`config.mk`:
```
export PLATFORM = sky130hd
export DESIGN_NAME = spi_sclk_gen
export DESIGN_NICKNAME = d
export VERILOG_FILES = /design/src/rtl/spi_pkg.sv /design/src/rtl/spi_baud_timer.sv /design/src/rtl/spi_sclk_gen.sv
export SDC_FILE = /design/constraint.sdc
export NUM_CORES = 1
export LEC_CHECK = 0
export ABC_CLOCK_PERIOD_IN_PS = 2100
export CAP_MARGIN = 20
export CORE_MARGIN = 3
export CORE_UTILIZATION = 25
export CTS_BUF_LIST = sky130_fd_sc_hd__clkbuf_16
export CTS_CLUSTER_DIAMETER = 150
export DETAILED_ROUTE_END_ITERATION = 12
export PLACE_DENSITY = 0.44
export SYNTH_ARGS = -nofsm -noshare
export SYNTH_HDL_FRONTEND = slang
export SYNTH_SLANG_ARGS = --single-unit
```
`constraint.sdc`:
```
create_clock -name clk -period 2.1 [get_ports clk]
set_input_delay 0.42 -clock clk [delete_from_list [all_inputs] [get_ports clk]]
set_output_delay 0.42 -clock clk [all_outputs]
set_load 0.05 [all_outputs]
```
`src/rtl/spi_pkg.sv`:
```
// Shared types and helpers for the SPI master clock path.
// Mode encoding is {cpol,cpha}.
package spi_pkg;

   localparam int SPI_MAX_BITS = 32;

   typedef enum logic [1:0] {
      MODE0,
      MODE1,
      MODE2,
      MODE3
   } spi_mode_t;

   typedef enum logic [1:0] {
      IDLE,
      RUN,
      HOLD
   } sclk_state_t;

   function automatic int unsigned edge_count(input int unsigned nbits);
      return nbits << 1;
   endfunction

endpackage

```
`src/rtl/spi_baud_timer.sv`:
```
// Half-period timer: counts 0..div while enabled, pulses tc on div.
// load clears the count and wins over counting.
module spi_baud_timer #(
   parameter int DIV_W = 8
) (
   input  logic             clk,
   input  logic             rst,
   input  logic             load,
   input  logic             en,
   input  logic [DIV_W-1:0] div,
   output logic             tc
);

   logic [DIV_W-1:0] cnt_q, cnt_d;

   assign tc = en && (cnt_q == div);

   always_comb begin
      cnt_d = cnt_q;
      if (load) begin
         cnt_d = '0;
      end else if (tc) begin
         cnt_d = '0;
      end else if (en) begin
         cnt_d = cnt_q + DIV_W'(1);
      end
   end

   always_ff @(posedge clk or posedge rst) begin
      if (rst) begin
         cnt_q <= '0;
      end else begin
         cnt_q <= cnt_d;
      end
   end

endmodule

```
`src/rtl/spi_sclk_gen.sv`:
```
// SPI master sclk generator with load/shift/sample strobes and
// busy/done framing; config is latched when a frame starts.
module spi_sclk_gen
   import spi_pkg::*;
#(
   parameter int DIV_W    = 8,
   parameter int MAX_BITS = SPI_MAX_BITS,
   parameter int BITS_W   = $clog2(MAX_BITS + 1)
) (
   input  logic              clk,
   input  logic              rst,
   input  logic              start,
   input  logic              abort,
   input  logic [DIV_W-1:0]  div,
   input  logic [BITS_W-1:0] nbits,
   input  logic              cpol,
   input  logic              cpha,
   output logic              sclk,
   output logic              load_stb,
   output logic              shift_stb,
   output logic              sample_stb,
   output logic              busy,
   output logic              done
);

   localparam logic [BITS_W-1:0] MAX_N = BITS_W'(MAX_BITS);

   sclk_state_t       state_q, state_d;
   logic [DIV_W-1:0]  div_q, div_d;
   logic              cpol_q, cpol_d;
   logic              cpha_q, cpha_d;
   logic [BITS_W:0]   edge_q, edge_d;
   logic              first_q, first_d;
   logic              sclk_q, sclk_d;
   logic              load_stb_q, load_stb_d;
   logic              shift_stb_q, shift_stb_d;
   logic              sample_stb_q, sample_stb_d;
   logic              done_q, done_d;

   logic              tmr_load, tmr_en, tc;
   logic [BITS_W-1:0] nbits_cl;
   logic              lead, last;
   spi_mode_t         mode;

   assign nbits_cl = (nbits > MAX_N) ? MAX_N : nbits;
   assign mode     = spi_mode_t'({cpol_q, cpha_q});
   // Edges count down from 2*nbits, so an even count is a leading edge.
   assign lead     = ~edge_q[0];
   assign last     = (edge_q == (BITS_W+1)'(1));

   spi_baud_timer #(
      .DIV_W (DIV_W)
   ) u_timer (
      .clk  (clk),
      .rst  (rst),
      .load (tmr_load),
      .en   (tmr_en),
      .div  (div_q),
      .tc   (tc)
   );

   always_comb begin
      state_d      = state_q;
      div_d        = div_q;
      cpol_d       = cpol_q;
      cpha_d       = cpha_q;
      edge_d       = edge_q;
      first_d      = first_q;
      sclk_d       = sclk_q;
      load_stb_d   = 1'b0;
      shift_stb_d  = 1'b0;
      sample_stb_d = 1'b0;
      done_d       = 1'b0;
      tmr_load     = 1'b0;
      tmr_en       = 1'b0;
      unique case (state_q)
         IDLE: begin
            sclk_d = cpol;
            if (start && !done_q && (nbits != '0)) begin
               state_d    = RUN;
               div_d      = div;
               cpol_d     = cpol;
               cpha_d     = cpha;
               edge_d     = (BITS_W+1)'(edge_count(32'(nbits_cl)));
               first_d    = 1'b1;
               load_stb_d = 1'b1;
               tmr_load   = 1'b1;
            end
         end
         RUN: begin
            if (abort) begin
               state_d  = IDLE;
               sclk_d   = cpol_q;
               tmr_load = 1'b1;
            end else begin
               tmr_en = 1'b1;
               if (tc) begin
                  sclk_d  = ~sclk_q;
                  first_d = 1'b0;
                  if (edge_q != '0) begin
                     edge_d = edge_q - (BITS_W+1)'(1);
                  end
                  unique case (mode)
                     MODE0, MODE2: begin
                        sample_stb_d = lead;
                        shift_stb_d  = ~lead && ~last;
                     end
                     MODE1, MODE3: begin
                        shift_stb_d  = lead && ~first_q;
                        sample_stb_d = ~lead;
                     end
                  endcase
                  if (last) begin
                     state_d = HOLD;
                  end
               end
            end
         end
         HOLD: begin
            if (abort) begin
               state_d  = IDLE;
               sclk_d   = cpol_q;
               tmr_load = 1'b1;
            end else begin
               tmr_en = 1'b1;
               if (tc) begin
                  state_d = IDLE;
                  sclk_d  = cpol_q;
                  done_d  = 1'b1;
               end
            end
         end
         default: begin
            state_d = IDLE;
         end
      endcase
   end

   always_ff @(posedge clk or posedge rst) begin
      if (rst) begin
         state_q      <= IDLE;
         div_q        <= '0;
         cpol_q       <= 1'b0;
         cpha_q       <= 1'b0;
         edge_q       <= '0;
         first_q      <= 1'b0;
         sclk_q       <= 1'b0;
         load_stb_q   <= 1'b0;
         shift_stb_q  <= 1'b0;
         sample_stb_q <= 1'b0;
         done_q       <= 1'b0;
      end else begin
         state_q      <= state_d;
         div_q        <= div_d;
         cpol_q       <= cpol_d;
         cpha_q       <= cpha_d;
         edge_q       <= edge_d;
         first_q      <= first_d;
         sclk_q       <= sclk_d;
         load_stb_q   <= load_stb_d;
         shift_stb_q  <= shift_stb_d;
         sample_stb_q <= sample_stb_d;
         done_q       <= done_d;
      end
   end

   assign sclk       = sclk_q;
   assign load_stb   = load_stb_q;
   assign shift_stb  = shift_stb_q;
   assign sample_stb = sample_stb_q;
   assign done       = done_q;
   assign busy       = (state_q != IDLE);

endmodule

```
==> impl_metrics.toml <==
[global_routing]
grt_max_degree = 34
track_usage_pct = 12.7
grt_pass1_wl_mm = 10.1
overflow = 0
grt_pass1_vias = 2026
grt_antenna_before_repair = 0

[critical_path]
crit_path_start_kind = "input port"
crit_type = "in -> reg"
cp-end-kind = "register"
critPathLaunch = "nbits[5]"
rr_worst_depth = 6
reg2reg_from = "edge_q[6]"
reg2reg_slack_ns = 0.08
cp.required_ns = 2.29
critical_path_arrival_ns = 2.22
worstSetupEndpoint = "u_timer.cnt_q[4]"
worstPathMaxFanout = 8
regToRegEndpoint = "state_q[0]"

[timing]
setup_viol_count_final = 0
finalMaxSlewViolations = 0
post-route-min-period_ns = 2.03
finalHoldViolations = 0
rsz0062_at_grt = "true"
relSlewSlack_pct = 66.4
fin_skew_ns = 0.00794
setup_tns_ns = 0
tightestPinTransition_ns = 0.503
min_period_over_period_pct = 96.4
max_freq_mhz = 494

[route]
vias = 1981
vias_per_cell = 4.79
drcViolationCount = 0
drt-total-wl_mm = 5.91
ant_nets = 0
wl_per_cell_um = 14.3
dr.first_iter.drc_count = 74
first_pass_iters = 4

[yosys]
syn_avg_cell_area_um2 = 8.99
synth-async-reset-ratio_pct = 100
syn_inst = 239
yosysWarnings = 0
synth-seq-cells = 33
synthFlopType = "dfrtp_1"
syn-cell-area_um2 = 2150
ys_seq_area_share_pct = 38.4
synth_cell_types = 59
syn_nets = 268
synth_edf_count = 0

[cells_and_area]
layout-drive-gt1-share_pct = 23.9
n_fill_cell = 854
diodes = 0
instances_no_fill = 414
fin_nets = 337
final_util_pct = 36.9
area_growth_pct = 42.4

[clock_tree]
cts_made_buffers = 5
ctsRootBufferMaster = "clkbuf_16"
numClockSinks = 33
htree_levels = 2
cts_tree = "built"
clk_latency_ns = 0.28
cts.path.max_buffers = 2
path_clk_slew_ns = 0.05

[power]
vdd_drop_max_v = 0.000396
leakage_nw = 1.42
finalPower_mw = 3.64
powerDensity_nw_per_um2 = 1190

[floorplanning]
core_area_um2 = 8300
num_rows = 33
die_height_um = 98.7
dieWidth_um = 98.7
initial_core_util_pct = 25.9
die_area_um2 = 9750
num_io_pins = 26

[hold_path]
min_path_type = "reg -> reg"

[placed_design]
io_buffers = 25
dpl.hpwl_mm = 4.50
post-place-cells = 406
place_congestion = 0.780

[outcome]
status = "complete, no violations"

[job]
cap_viol_max_count = 0
[critical path, cell delays in order]
cell and delay [ns]:
clkdlybuf4s50_1 0.51, nor2_2 0.08, a211o_1 0.29, buf_4 0.18
o211a_4 0.23, or3_1 0.35, o22ai_1 0.15
[metrics by stage]
| stage | setup WS (ns) | hold WS (ns) | instance area [µm²] |
|---|---|---|---|
| finish | 0.0749 | 0.495 | 3060 |
| global route | -0.0540 | 0.537 | 3060 |
| CTS | 0.00596 | 0.502 | 3010 |
| detailed placement | -0.322 | 0.488 | 2840 |
| global placement | -0.298 | 0.483 | 2840 |
| floorplan | 0.00765 | 0.466 | 2150 |
[sequential cells by signal, summed over array words and instances, names as in the netlist]
name,count
sclk,1
u_timer.cnt_q,8
done,1
edge_q,7
load_stb,1
cpol_q,1
sample_stb,1
shift_stb,1
cpha_q,1
state_q,2
first_q,1
div_q,8
[power by group]
group | internal, mW | switching, mW
logic | 0.826 | 0.989
clock network | 0.551 | 0.268
registers | 0.836 | 0.173
[cells in the mapped netlist, types with 3 or more instances]
library cell | instances | area [µm²]
or3_1 | 6 | 37.5
a21oi_1 | 6 | 30.0
o21ai_1 | 4 | 20.0
a211oi_1 | 4 | 30.0
a21o_1 | 3 | 22.5
nor4_1 | 3 | 18.8
nor2_1 | 10 | 37.5
nand4_1 | 3 | 18.8
and2_1 | 3 | 18.8
ha_1 | 9 | 113
o21ai_0 | 13 | 65.1
xor2_1 | 9 | 78.8
nand2_1 | 41 | 154
dfrtp_1 | 33 | 826
clkbuf_1 | 3 | 11.3
nand3_1 | 6 | 30.0
nor3_1 | 4 | 20.0
a32oi_1 | 5 | 43.8
nand2b_1 | 8 | 50.1
inv_1 | 15 | 56.3
nor2b_1 | 3 | 18.8
o21a_1 | 3 | 22.5
[cell families after synthesis]
group	after synthesis	synth area share (%)
AOI/OAI and AO/OA	58	19.1
xor gates and xnor gates	9	3.67
adders and majority gates	9	5.24
buffers and inverters	23	4.48
DFF	33	38.4
muxes	4	2.21
and+or+nand+nor	103	26.9
[layout by cell type, fill, tap and decap left out, types with 6 or more instances in the layout]
master,n
nand3_1,6
nand2_1,41
nor2_1,10
clkdlybuf4s50_1,20
nand2b_1,7
buf_4,43
dfrtp_1,33
a21oi_1,6
o21ai_0,13
ha_1,8
xor2_1,9
inv_1,16
[how the worst min path moves through the flow]
stage,depth (start not counted),slack [ns],endpoint,start
5_1_grt,2,0.54,div_q[2],div_q[2]
6_report,2,0.50,div_q[1],div_q[1]
2_1_floorplan,2,0.47,div_q[0],div_q[0]
3_5_place_dp,2,0.49,div_q[2],div_q[2]
4_1_cts,2,0.50,div_q[2],div_q[2]
3_3_place_gp,2,0.48,div_q[7],div_q[7]
[repair_timing]
item / 4_1_cts / 5_1_grt
pin swaps: 0 / 5
setup buffers: 0 / 0
gates resized for setup: 2 / 10
endpoints found under the setup margin: 3 / 11
hold buffers: 0 / 0
endpoints found under the hold margin: 0 / 0
gates cloned: 0 / 0
[layout make-up]
cell class / instances / area [µm²] / area share (%)
inverters: 17 / 66.3 / 2.17
repair buffers: 68 / 593 / 19.4
flip-flops and latches: 33 / 826 / 27.0
clock buffers: 5 / 125 / 4.09
multi-input cells: 183 / 1280 / 41.9
well taps: 105 / 131 / 4.29
clock inverters: 3 / 37.5 / 1.23
[layer usage]
layer | wire (µm) | track usage [%] | share of wire, %
met4 | 98 | 4.52 | 1.7
met3 | 349 | 2.69 | 5.9
met5 | 0 | 0 | 0
met1 | 2730 | 17.1 | 46
met2 | 2730 | 20.2 | 46
Power figures use the tool's default switching activity.
==> patch 1, RTL diff (same flow settings) <==
The package constant `SPI_MAX_BITS` goes from 32 to 16.
--- a/src/rtl/spi_pkg.sv
+++ b/src/rtl/spi_pkg.sv
@@ -3,5 +3,5 @@
 package spi_pkg;
 
-   localparam int SPI_MAX_BITS = 32;
+   localparam int SPI_MAX_BITS = 16;
 
    typedef enum logic [1:0] {
Ports: changed (resized nbits); port bits go from 26 to 25. The function was not compared with the original's and may differ.
==> patch 1 against the original RTL <==
Final area shrank 7.7%; worst setup slack lost 0.0058 ns; power grew 11%; highest routed layer unchanged; largest cell class unchanged; sequential cell count shrank 1; synthesized area shrank 7.1%; register-to-register slack gained 0.04 ns; first-iteration DRC count shrank 39%; routed wire length shrank 17%.
==> patch 1: results (changes against the original RTL) <==
The run finished with clean final reports. The beginning of the critical path is nbits[0]. Sorting the synthesized cells by how often they occur yields nand2_1 (40), dfrtp_1 (32), a21oi_1 (13), inv_1 (13), nor2_1 (11).

The cell at the root of the clock tree is clkbuf_16. The number of nets still failing antenna checks after routing came out at 0 (unchanged). The clock-pin slew on the worst setup and hold paths came out at 0.05 ns (about the same). The placed standard-cell area is 2590 um^2 (-8.7%). The diode insertion count for antenna repair is 0 (unchanged). The slowest stage cell on the critical path is or4_4. The global-route wire length before repair is 8260 um (-18%). The clock skew was 0.00328 ns (-0.00466 ns).

The sequential cell area fraction in the yosys report came out at 0.401 (+0.0168). The routability congestion estimate is 0.809 (+3.7%). The synthesized-area fraction occupied by ao, oa, aoi and oai cells is 0.198 (+0.00708).

The number of search-and-repair iterations in the first detailed-routing pass is 5 (+1). The quantity of I/O buffers inserted on ports is 24 (-4.0%). The number of global-route vias before repair came to 1723 (-15%). The data arrival time of the worst path came out at 2.19 ns (-0.03 ns). The relative max-transition margin came out at 0.671 (+0.00675).

The final net count is 305 (-9.5%). The overall global routing resource usage is 0.117 (-0.0103). The filler cell count came out at 760 (-11%). The leakage power is 0.00130 uW (-9.0%).

The synthesized net count is 240 (-10%). The worst slack after detailed placement was -0.321 ns (+0.00129 ns). The detailed-route vias per instance came out at 4.66 (-2.5%). The source-to-sink clock delay at the later pin of the worst-skew pair came out at 0.27 ns. The startpoint identified for the worst hold timing path is div_q[1]$_DFFE_PP0P_. The share of cells above drive strength 1 was 0.266 (+0.0267). The largest stage delay on the critical path came out at 0.46 ns (-0.05 ns). The number of buffers between clock root and the deepest sink is 2 (unchanged).

The post-synthesis share of cell area spent on full adders, half adders and majority gates is 0.0564 (+0.00400). The number of DRC markers in iteration 0 is 45 (-39%). The origin of the critical flop-to-flop path is state_q[0]$_DFFE_PP0P_. The maximum number of pins on one net before global-route repair is 33 (-2.9%). The largest driver fanout on the critical path is 7 (-1). By area the synthesized netlist is led by dfrtp_1 (40%), nand2_1 (7.5%), ha_1 (5.6%). The fraction of synthesized cell area in xor and xnor cells came out at 0.0395 (+0.00280). The largest registers in the layout are div_q (8), u_timer.cnt_q (8), edge_q (6). The H-tree level count came out at 2 (unchanged). The worst supply voltage drop on vdd is 0.564 mV (+43%). The detailed placer's ending HPWL came out at 3640 um (-19%).

The average wire per standard cell came out at 13.1 um (-8.4%). The proportion of synthesized area in mux cells is 0.0301 (+0.00796). The number of distinct library cell variants in the gate-level netlist after synthesis came out at 54 (-8.5%).
patch 1: final cells by class:
cell class | instances | share of cell area
Tap cell | 99 | 0.0438
Inverter | 14 | 0.0186
Sequential cell | 32 | 0.283
Multi-Input combinational cell | 160 | 0.410
Timing Repair Buffer | 64 | 0.195
Clock buffer | 5 | 0.0443
Clock inverter | 3 | 0.00487
patch 1: logic make-up after synthesis:
| logic type | after synthesis |
|---|---|
| AOI/OAI and AO/OA | 53 |
| xor gates and xnor gates | 9 |
| adders and majority gates | 9 |
| buffers and inverters | 20 |
| DFF | 32 |
| muxes | 5 |
| and+or+nand+nor | 84 |
patch 1: through the flow:
stage / utilization / cells / hold WS (ns) / power [uW]
after floorplan: - / 212 / 0.464 / 2470
after global placement: 0.346 / 363 / 0.491 / 3200
after detailed placement: 0.346 / 363 / 0.489 / 3180
after CTS: 0.369 / 375 / 0.503 / 3950
after global routing: 0.377 / 377 / 0.528 / 4370
final: 0.377 / 377 / 0.496 / 4030
patch 1: metal layers:
layer / up-vias / share of wire / GRT usage
li1: 883 / - / -
met1: 831 / 0.47 / 0.156
met2: 42 / 0.47 / 0.190
met3: 2 / 0.053 / 0.0284
met4: 0 / 0.0039 / 0.0284
met5: - / 0 / 0
patch 1: worst paths after layout:
check | end | slack, ns | cells past startpoint
max | cpol_q$_DFFE_PP0P_ | 0.07 | 6
min | div_q[1]$_DFFE_PP0P_ | 0.50 | 2
max reg2reg | edge_q[4]$_DFFE_PP0P_ | 0.12 | 9
min reg2reg | div_q[1]$_DFFE_PP0P_ | 0.50 | 2
max in group asynchronous | edge_q[1]$_DFFE_PP0P_ | 1.25 | 3
min in group asynchronous | load_stb$_DFF_PP0_ | 0.54 | 3
patch 1: worst reg2reg max path: cells and delay by family (launching register included):
kind	cells	cell delay, ns
flops	1	0.36
fa+ha+maj	1	0.26
compound gates	2	0.24
buf+inv	3	0.46
simple gates	3	0.55
patch 1: what timing repair did:
item | in CTS | in global routing
setup endpoints to repair | 6 | 22
buffers inserted | 4 | 3
pin swaps | 5 | 10
resized for setup | 4 | 10
patch 1: where the power goes:
group	switching, uW	internal (uW)	total [uW]
clock	254	430	684
combinational	1210	1090	2290
sequential	200	850	1050
==> patch 2, RTL diff (same settings) <==
Without the edit above. Encoding of `sclk_state_t`: now one-hot (3 bits for 3 states).
--- a/src/rtl/spi_pkg.sv
+++ b/src/rtl/spi_pkg.sv
@@ -12,8 +12,8 @@
    } spi_mode_t;
 
-   typedef enum logic [1:0] {
-      IDLE,
-      RUN,
-      HOLD
+   typedef enum logic [2:0] {
+      IDLE = 3'b001,
+      RUN  = 3'b010,
+      HOLD = 3'b100
    } sclk_state_t;
 
Check against the original RTL: same outputs for any inputs over 10 cycles, from zero or initial values and one cycle with rst high; not proved beyond that.
==> patch 2 against the original RTL <==
Sequential cell count increased by 1; worst setup slack improved by 0.016 ns; routed wire length decreased by 23%; clock power increased by 19%; critical path type is now register to register; largest power group unchanged; power decreased by 11%; synthesized area decreased by 14%; count of clock-buffer cells in the layout unchanged; final area decreased by 18%; combinational power decreased by 32%.
==> patch 2: results (changes against the original RTL) <==
The origin of the critical flop-to-flop path is state_q[0]$_DFFE_PP1P_. The worst supply voltage drop on vdd is 0.328 mV (-17%). The met3 usage in global routing was 0.0304 (+0.00346). The clock share of power is 0.299 (+0.074). The post-placement cell count came out at 333 (-18%). The combinational share of power came out at 0.378 (-0.120). The non-clock buffer share of cell area came out at 0.154 (-0.0398). The fraction of area in clock buffers and inverters was 0.0770 (+0.0238). The clock sink count is 34 (+3.0%).

The share of cells above drive strength 1 came out at 0.163 (-0.0762). The overall global routing resource usage is 0.117 (-0.0102). The run finished with clean final reports.

The final cell count without fillers is 341 (-18%). The sequential cell area fraction in the yosys report came out at 0.463 (+0.0791). The maximum number of pins on one net before global-route repair came out at 35 (+2.9%). Following the worst setup path forward leads to its endpoint at edge_q[3]$_DFFE_PP0P_. The routability congestion estimate is 0.733 (-6.0%). The slowest stage of the critical path is the dfstp_2 cell.

The final net count is 268 (-20%). The synthesized net count is 225 (-16%). The hold path depth came out at 1 (-1). The detailed-route vias per instance is 4.59 (-4.1%). The clock skew is 0.00555 ns (-0.00239 ns). The cell type group with the largest total delay on the critical path is compound AO/OA/AOI/OAI gates.

The total length of routed met3 wires came out at 164 um (-53%).
-- patch 2: cell types whose count changed after synthesis, moves of 5 or more --
| cell | change |
|---|---|
| nand2b_1 | -6 |
| a32oi_1 | -5 |
| o21ai_0 | -7 |
| a21oi_1 | +6 |
| nor2_1 | +7 |
| inv_1 | -7 |
| or3_1 | -6 |
| ha_1 | -5 |
-- patch 2: logic make-up (layout without fill, tap and decap cells) --
logic type,after synthesis,count (layout),share of synthesized area
simple gates,91,91,0.246
fa+ha+maj,4,4,0.0272
flops,34,34,0.463
buf+inv,15,59,0.0381
compound gates,47,47,0.176
xor+xnor,9,9,0.0429
mux,1,1,0.00612
-- patch 2: repair_timing --
action / CTS / global route
gates resized for setup: 0 / 2
hold buffers: 0 / 0
setup endpoints to repair: 0 / 3
-- patch 2: metrics by stage --
step	total power, uW	instance area (um^2)
floorplan	1860	1840
global placement	2290	2320
detailed placement	2300	2320
CTS	3280	2510
global route	3490	2520
finish	3260	2520
